### src/rtl/video_timing_gen.sv
// Raster timing generator: walks active/front-porch/sync/back-porch on both axes under i_en.
// Optional completed-frame counter on o_frame_cnt when VTG_FRAME_CNT_EN is defined.
module video_timing_gen #(
  parameter int   H_ACTIVE = 640,
  parameter int   H_FP     = 16,
  parameter int   H_SYNC   = 96,
  parameter int   H_BP     = 48,
  parameter int   V_ACTIVE = 480,
  parameter int   V_FP     = 10,
  parameter int   V_SYNC   = 2,
  parameter int   V_BP     = 33,
  parameter logic H_POL    = 1'b0,
  parameter logic V_POL    = 1'b0,
  parameter int   FCNT_W   = 16,
  localparam int  HTOTAL   = H_ACTIVE + H_FP + H_SYNC + H_BP,
  localparam int  VTOTAL   = V_ACTIVE + V_FP + V_SYNC + V_BP,
  localparam int  HLEN     = $clog2(HTOTAL),
  localparam int  VLEN     = $clog2(VTOTAL)
) (
  input  logic              clk,
  input  logic              rstn,
  input  logic              i_en,
  input  logic              i_restart,
  output logic [HLEN-1:0]   o_hcount,
  output logic [VLEN-1:0]   o_vcount,
  output logic              o_de,
  output logic              o_hblank,
  output logic              o_vblank,
  output logic              o_hsync,
  output logic              o_vsync,
  output logic              o_frame_start,
  output logic              o_line_end,
  output logic              o_frame_end
`ifdef VTG_FRAME_CNT_EN
  ,
  output logic [FCNT_W-1:0] o_frame_cnt
`endif
);

  // Sync windows use an inclusive last index so a zero back porch never needs HTOTAL itself.
  localparam logic [HLEN-1:0] C_HLAST     = HLEN'(HTOTAL - 1);
  localparam logic [VLEN-1:0] C_VLAST     = VLEN'(VTOTAL - 1);
  localparam logic [HLEN-1:0] C_HACT      = HLEN'(H_ACTIVE);
  localparam logic [VLEN-1:0] C_VACT      = VLEN'(V_ACTIVE);
  localparam logic [HLEN-1:0] C_HS_FIRST  = HLEN'(H_ACTIVE + H_FP);
  localparam logic [HLEN-1:0] C_HS_LAST   = HLEN'(H_ACTIVE + H_FP + H_SYNC - 1);
  localparam logic [VLEN-1:0] C_VS_FIRST  = VLEN'(V_ACTIVE + V_FP);
  localparam logic [VLEN-1:0] C_VS_LAST   = VLEN'(V_ACTIVE + V_FP + V_SYNC - 1);

  logic [HLEN-1:0] r_hc;
  logic [VLEN-1:0] r_vc;

  logic w_hlast;
  logic w_vlast;
  logic w_advance;
  logic w_hsync_act;
  logic w_vsync_act;

  assign w_hlast   = (r_hc == C_HLAST);
  assign w_vlast   = (r_vc == C_VLAST);
  assign w_advance = i_en & ~i_restart;

  always_ff @(posedge clk) begin
    if (!rstn || i_restart) begin
      r_hc <= C_HLAST;
      r_vc <= C_VLAST;
    end else if (i_en) begin
      if (w_hlast) begin
        r_hc <= '0;
        r_vc <= w_vlast ? '0 : r_vc + 1'b1;
      end else begin
        r_hc <= r_hc + 1'b1;
      end
    end
  end

  assign w_hsync_act = (r_hc >= C_HS_FIRST) && (r_hc <= C_HS_LAST);
  assign w_vsync_act = (r_vc >= C_VS_FIRST) && (r_vc <= C_VS_LAST);

  assign o_hcount      = r_hc;
  assign o_vcount      = r_vc;
  assign o_hblank      = (r_hc >= C_HACT);
  assign o_vblank      = (r_vc >= C_VACT);
  assign o_de          = ~o_hblank & ~o_vblank;
  assign o_hsync       = w_hsync_act ? H_POL : ~H_POL;
  assign o_vsync       = w_vsync_act ? V_POL : ~V_POL;
  assign o_frame_start = (r_hc == '0) && (r_vc == '0);
  // A restart cancels the wrap, so the strobes are suppressed along with the advance.
  assign o_line_end    = rstn & w_advance & w_hlast;
  assign o_frame_end   = o_line_end & w_vlast;

`ifdef VTG_FRAME_CNT_EN
  logic [FCNT_W-1:0] r_frame_cnt;

  always_ff @(posedge clk) begin
    if (!rstn || i_restart) begin
      r_frame_cnt <= '0;
    end else if (o_frame_end) begin
      r_frame_cnt <= r_frame_cnt + 1'b1;
    end
  end

  assign o_frame_cnt = r_frame_cnt;
`endif

endmodule

### config.mk
export PLATFORM = sky130hd
export DESIGN_NAME = video_timing_gen
export DESIGN_NICKNAME = d
export VERILOG_FILES = /design/src/rtl/video_timing_gen.sv
export SDC_FILE = /design/constraint.sdc
export NUM_CORES = 1
export LEC_CHECK = 0
export ABC_CLOCK_PERIOD_IN_PS = 3500
export BUFFER_PORTS_ARGS = -buffer_cell sky130_fd_sc_hd__buf_2
export CORE_MARGIN = 2
export CORE_UTILIZATION = 54
export DETAILED_ROUTE_END_ITERATION = 10
export GPL_TIMING_DRIVEN = 0
export PLACE_DENSITY = 0.82
export SKIP_LAST_GASP = 1
export SYNTH_ARGS = -nofsm -noshare
export SYNTH_HDL_FRONTEND = slang
export SYNTH_SLANG_ARGS = --single-unit
### constraint.sdc
create_clock -name clk -period 3.5 [get_ports clk]
set_input_delay 0.7 -clock clk [delete_from_list [all_inputs] [get_ports clk]]
set_output_delay 0.7 -clock clk [all_outputs]
set_load 0.01 [all_outputs]
# After elaboration in Yosys (flattened, before gate mapping)
# Cells that the tools add are included.
# op_classes
bitwise_logic	8
n_eq_ne	2
n_lt_le_gt_ge	6
addsub	2
mux	4
n_reduce_logical	8
# op_table
operator	n
adder 10 x 1 -> 10 bit (second input constant)	2
equality test 10 bit (second input constant)	2
greater-or-equal comparator 10 bit (second input constant)	2
greater-or-equal comparator 10 x 9 -> 1 bit (second input constant)	2
logical NOT 10 bit	2
two-way mux 10 bit	2
<= comparator 10 bit (second input constant)	1
<= comparator 10 x 9 -> 1 bit (second input constant)	1
bitwise AND 1 bit	5
logical AND 1 bit	3
inverter 1 bit	3
two-way mux 1 bit	2
AND reduction 2 bit	1
logical NOT 1 bit	1
logical OR 1 bit	1
# word_totals
wordCells	32
input_bits	4
register_bits	20

# Logic depth before layout (Yosys ltp)
# depth
depth_word	5
mapped_depth	8

# Worst setup path after synthesis
# No wires, ideal clock.
# synth_timing
kind	in2out
startpoint	input i_en
endpoint	output o_frame_end
path_stages	5
arrival_time_ps	1590
path_buffers	1
path_slack_ps	1210
t_required_ps	2800
cell_sequence	buf_2 -> nand3_1 -> nor2_4 -> and2_2 -> and3_1
# synth_via
elab_chain_cells	4
# synth_rtl
element	line	rtl
start, declared	22	input logic i_en,
bitwise AND 1 bit	61	assign w_advance = i_en & ~i_restart;
bitwise AND 1 bit (2 in series)	89	assign o_line_end = rstn & w_advance & w_hlast;
bitwise AND 1 bit	90	assign o_frame_end = o_line_end & w_vlast;
end, declared	33	output logic o_frame_end
# No other way between the ends.

# Worst setup path after layout
# layout_timing
startpoint	register r_hc[0], in the netlist o_hcount[0]
endpoint	output o_frame_end
# layout_via
elab_chain_cells	3
# layout_rtl
element	line	rtl
start, declared	50	logic [HLEN-1:0] r_hc;
start signal, assigned	72	r_hc <= r_hc + 1'b1;
equality test 10 bit	59	assign w_hlast = (r_hc == C_HLAST);
bitwise AND 1 bit	89	
bitwise AND 1 bit	90	
# No other way between the ends.

==> results.json <==
{
  "detailroute.via_count": 1144,
  "ioPinCount": 32,
  "cts_repair_resize_count": 0,
  "synth.avg_cell_area_um2": 8.29,
  "top_cell_type_by_total_area_after_synthesis": "sky130_fd_sc_hd__dfxtp_1",
  "final-max-slew-violation-count": 0,
  "netlist_area_um2": 1140,
  "synth_sequential_area_ratio": 0.352,
  "timing.critical_path.arrival_ns": 1.97,
  "synth_warnings": 0,
  "clock_tree_from_tritoncts": "built",
  "synth_most_common_cell": "sky130_fd_sc_hd__dfxtp_1",
  "synth_top_cells_by_count": "sky130_fd_sc_hd__dfxtp_1 (20), sky130_fd_sc_hd__nand3_1 (11), sky130_fd_sc_hd__nor2_1 (11), sky130_fd_sc_hd__o21ai_0 (8), sky130_fd_sc_hd__nand2_1 (7)",
  "max_cap_violations": 0,
  "crit_path_start": "o_hcount[0]$_SDFFE_PP1P_",
  "final.min_clock_period_ns": 2.67,
  "drive_gt1_frac": 0.263,
  "gp_congestion": 0.853,
  "peakVddDrop_uv": 247,
  "worstHoldEndpoint": "o_vcount[0]$_SDFFE_PP0P_",
  "synth.net_count": 146,
  "drtIter0Drc": 18,
  "die_height_um": 49.9,
  "final.setup_skew_ns": 0.000717,
  "via_per_inst": 5.78,
  "clockRootBuffer": "sky130_fd_sc_hd__clkbuf_4",
  "pwr_dens_nw_per_um2": 352,
  "grt_start_max_net_pins": 12,
  "drc": 0,
  "startpoint_type": "flip-flop",
  "routedWlPerCell_um": 13.6,
  "port_buffers": 30,
  "grt_setup_unrepaired": "no",
  "netlist_instances": 137,
  "placementRows": 16,
  "synth_enable_flop_cells": 0,
  "synth_top_flop_cell": "sky130_fd_sc_hd__dfxtp_1",
  "endpoint_kind": "output pin",
  "area_growth_syn_to_layout_pct": 19.4,
  "timing.critical_path.slowest_cell_delay_ns": 0.43,
  "drt_wirelength_mm": 2.69,
  "critPathMaxFanout": 9,
  "drt_pre_antenna_iters": 4,
  "min_period_over_period": 0.763,
  "antenna_left": 0,
  "synth.top_cells.by_area": "sky130_fd_sc_hd__dfxtp_1 (35%), sky130_fd_sc_hd__ha_1 (5.5%), sky130_fd_sc_hd__nand3_1 (4.8%), sky130_fd_sc_hd__nor2_1 (3.6%), sky130_fd_sc_hd__o21ai_0 (3.5%)",
  "clkTransAtPathRegs_ns": 0.11,
  "cts_post_setup_buffers_inserted": 0,
  "grt_antenna_before_repair": 0,
  "post-layout-total-power_mw": 0.478,
  "hold_path_stages": 2,
  "core_um2": 1980,
  "cts.sink_count": 20,
  "slew_headroom": 0.663,
  "number_of_failing_hold_endpoints_at_the_final_stage": 0,
  "async_flop_share": 0,
  "status": "finished clean",
  "required_time_reported_for_the_critical_path_endpoint_ns": 2.80,
  "worst_hold_startpoint": "o_vcount[0]$_SDFFE_PP0P_",
  "reg2regPathDepth": 6,
  "timing.hold.worst.class": "reg -> reg",
  "slew_at_the_pin_closest_to_its_max_slew_limit_ns": 0.502,
  "place.detailed.hpwl_mm": 1.91,
  "post-synth-top-area-fraction": 0.352,
  "timing.fmax_ghz": 0.374,
  "reg2reg_to": "o_vcount[4]$_SDFFE_PP0P_",
  "hold_buffers": 0,
  "numCtsBuffers": 3,
  "reg2reg_slack_ns": 1.54,
  "timing.setup.tns_ns": 0,
  "synth_cell_types": 36,
  "worstReg2RegStart": "o_hcount[0]$_SDFFE_PP1P_",
  "max-clock-path-buffers": 2,
  "die-area_um2": 2490,
  "setup.worst_path.class": "reg -> out",
  "grt_pass1_wl_mm": 4.44,
  "worstPathCellList": "ha_1, nand3_1, nor2_4, and2_2, and3_1, buf_2",
  "crit_slowest_cell": "sky130_fd_sc_hd__dfxtp_1",
  "setup_violations": 0,
  "cts-htree-levels": 1,
  "final_stage_net_count": 181,
  "first_global_vias": 990,
  "floorplan.initialDensity": 0.573,
  "leakage_nw": 0.552,
  "grt.overflow.total": 0,
  "die_w_um": 49.9,
  "globalRouteTotalUtil": 0.230,
  "ys_seq_elements": 20,
  "insertion_delay_ns": 0.30,
  "antenna_cells": 0
}
## final cells by class
class / count / area (µm²)
inverters: 6 / 22.5
fillers: 179 / 626
multi-input cells: 105 / 681
repair buffers: 30 / 150
flip-flops and latches: 20 / 400
plain buffers: 6 / 32.5
clock buffers: 4 / 36.3
well taps: 27 / 33.8
## how the worst max path moves through the flow
stage,cells after the start,to,slack [ns]
after CTS,6,o_frame_end,0.85
after global placement,6,o_frame_end,1.0
after detailed placement,6,o_frame_end,0.97
after floorplan,5,o_frame_end,1.21
final,6,o_frame_end,0.83
after global routing,6,o_frame_end,0.68
## metrics by stage
| stage | setup slack [ns] | hold WS, ns | cell area (µm²) | cells | util |
|---|---|---|---|---|---|
| floorplan | 1.21 | 0.527 | 1140 | 137 | - |
| global placement | 0.999 | 0.500 | 1320 | 194 | 0.666 |
| detailed placement | 0.973 | 0.517 | 1320 | 194 | 0.666 |
| CTS | 0.850 | 0.535 | 1360 | 198 | 0.684 |
| global route | 0.680 | 0.591 | 1360 | 198 | 0.684 |
| finish | 0.829 | 0.534 | 1360 | 198 | 0.684 |
## cells in the final DEF, fill, tap and decap left out, types with 4 or more instances in the layout
master | synthesis | routed
sky130_fd_sc_hd__buf_2 | 2 | 32
sky130_fd_sc_hd__dfxtp_1 | 20 | 20
sky130_fd_sc_hd__nor2_1 | 11 | 11
sky130_fd_sc_hd__nand3_1 | 11 | 11
sky130_fd_sc_hd__o21ai_0 | 8 | 8
sky130_fd_sc_hd__nand2_1 | 7 | 7
sky130_fd_sc_hd__inv_1 | 6 | 6
sky130_fd_sc_hd__a21oi_1 | 6 | 6
sky130_fd_sc_hd__nand4_1 | 5 | 5
sky130_fd_sc_hd__ha_1 | 5 | 5
sky130_fd_sc_hd__nand2b_1 | 4 | 4
sky130_fd_sc_hd__nor3_1 | 4 | 4
sky130_fd_sc_hd__o211ai_1 | 4 | 4
sky130_fd_sc_hd__nor4_1 | 4 | 4
sky130_fd_sc_hd__and3_1 | 4 | 4
sky130_fd_sc_hd__xor2_1 | 4 | 4
## layer usage
metal	GRT usage	part of all wire	vias to the layer above
met5	0	0	-
met4	0.0833	0.012	0
met3	0.0273	0.052	6
met2	0.380	0.46	40
met1	0.306	0.48	536
li1	-	-	562
## power by group
group	leakage [nW]	internal [mW]	switching (mW)
Sequential	0.163	0.235	0.0130
Combinational	0.369	0.0376	0.0566
Clock	0.0210	0.0635	0.0718
## registers in the layout, indices dropped and copies added (netlist names)
| register | count |
|---|---|
| o_vcount | 10 |
| o_hcount | 10 |
## cells by family after synthesis
family,Yosys count,share of synthesized area
adder cells (fa/ha/maj),5,0.0551
AND/OR/NAND/NOR,68,0.350
flip-flops,20,0.352
buffers and inverters,12,0.0485
XOR/XNOR,7,0.0540
AO/OA/AOI/OAI,25,0.140
## worst max-delay path, delay by kind of cell, from the launching register on
family	cells	cell delay (ns)
fa+ha+maj	1	0.23
buf+inv	1	0.12
flops	1	0.43
simple gates	4	0.88
Power figures use the tool's default switching activity.
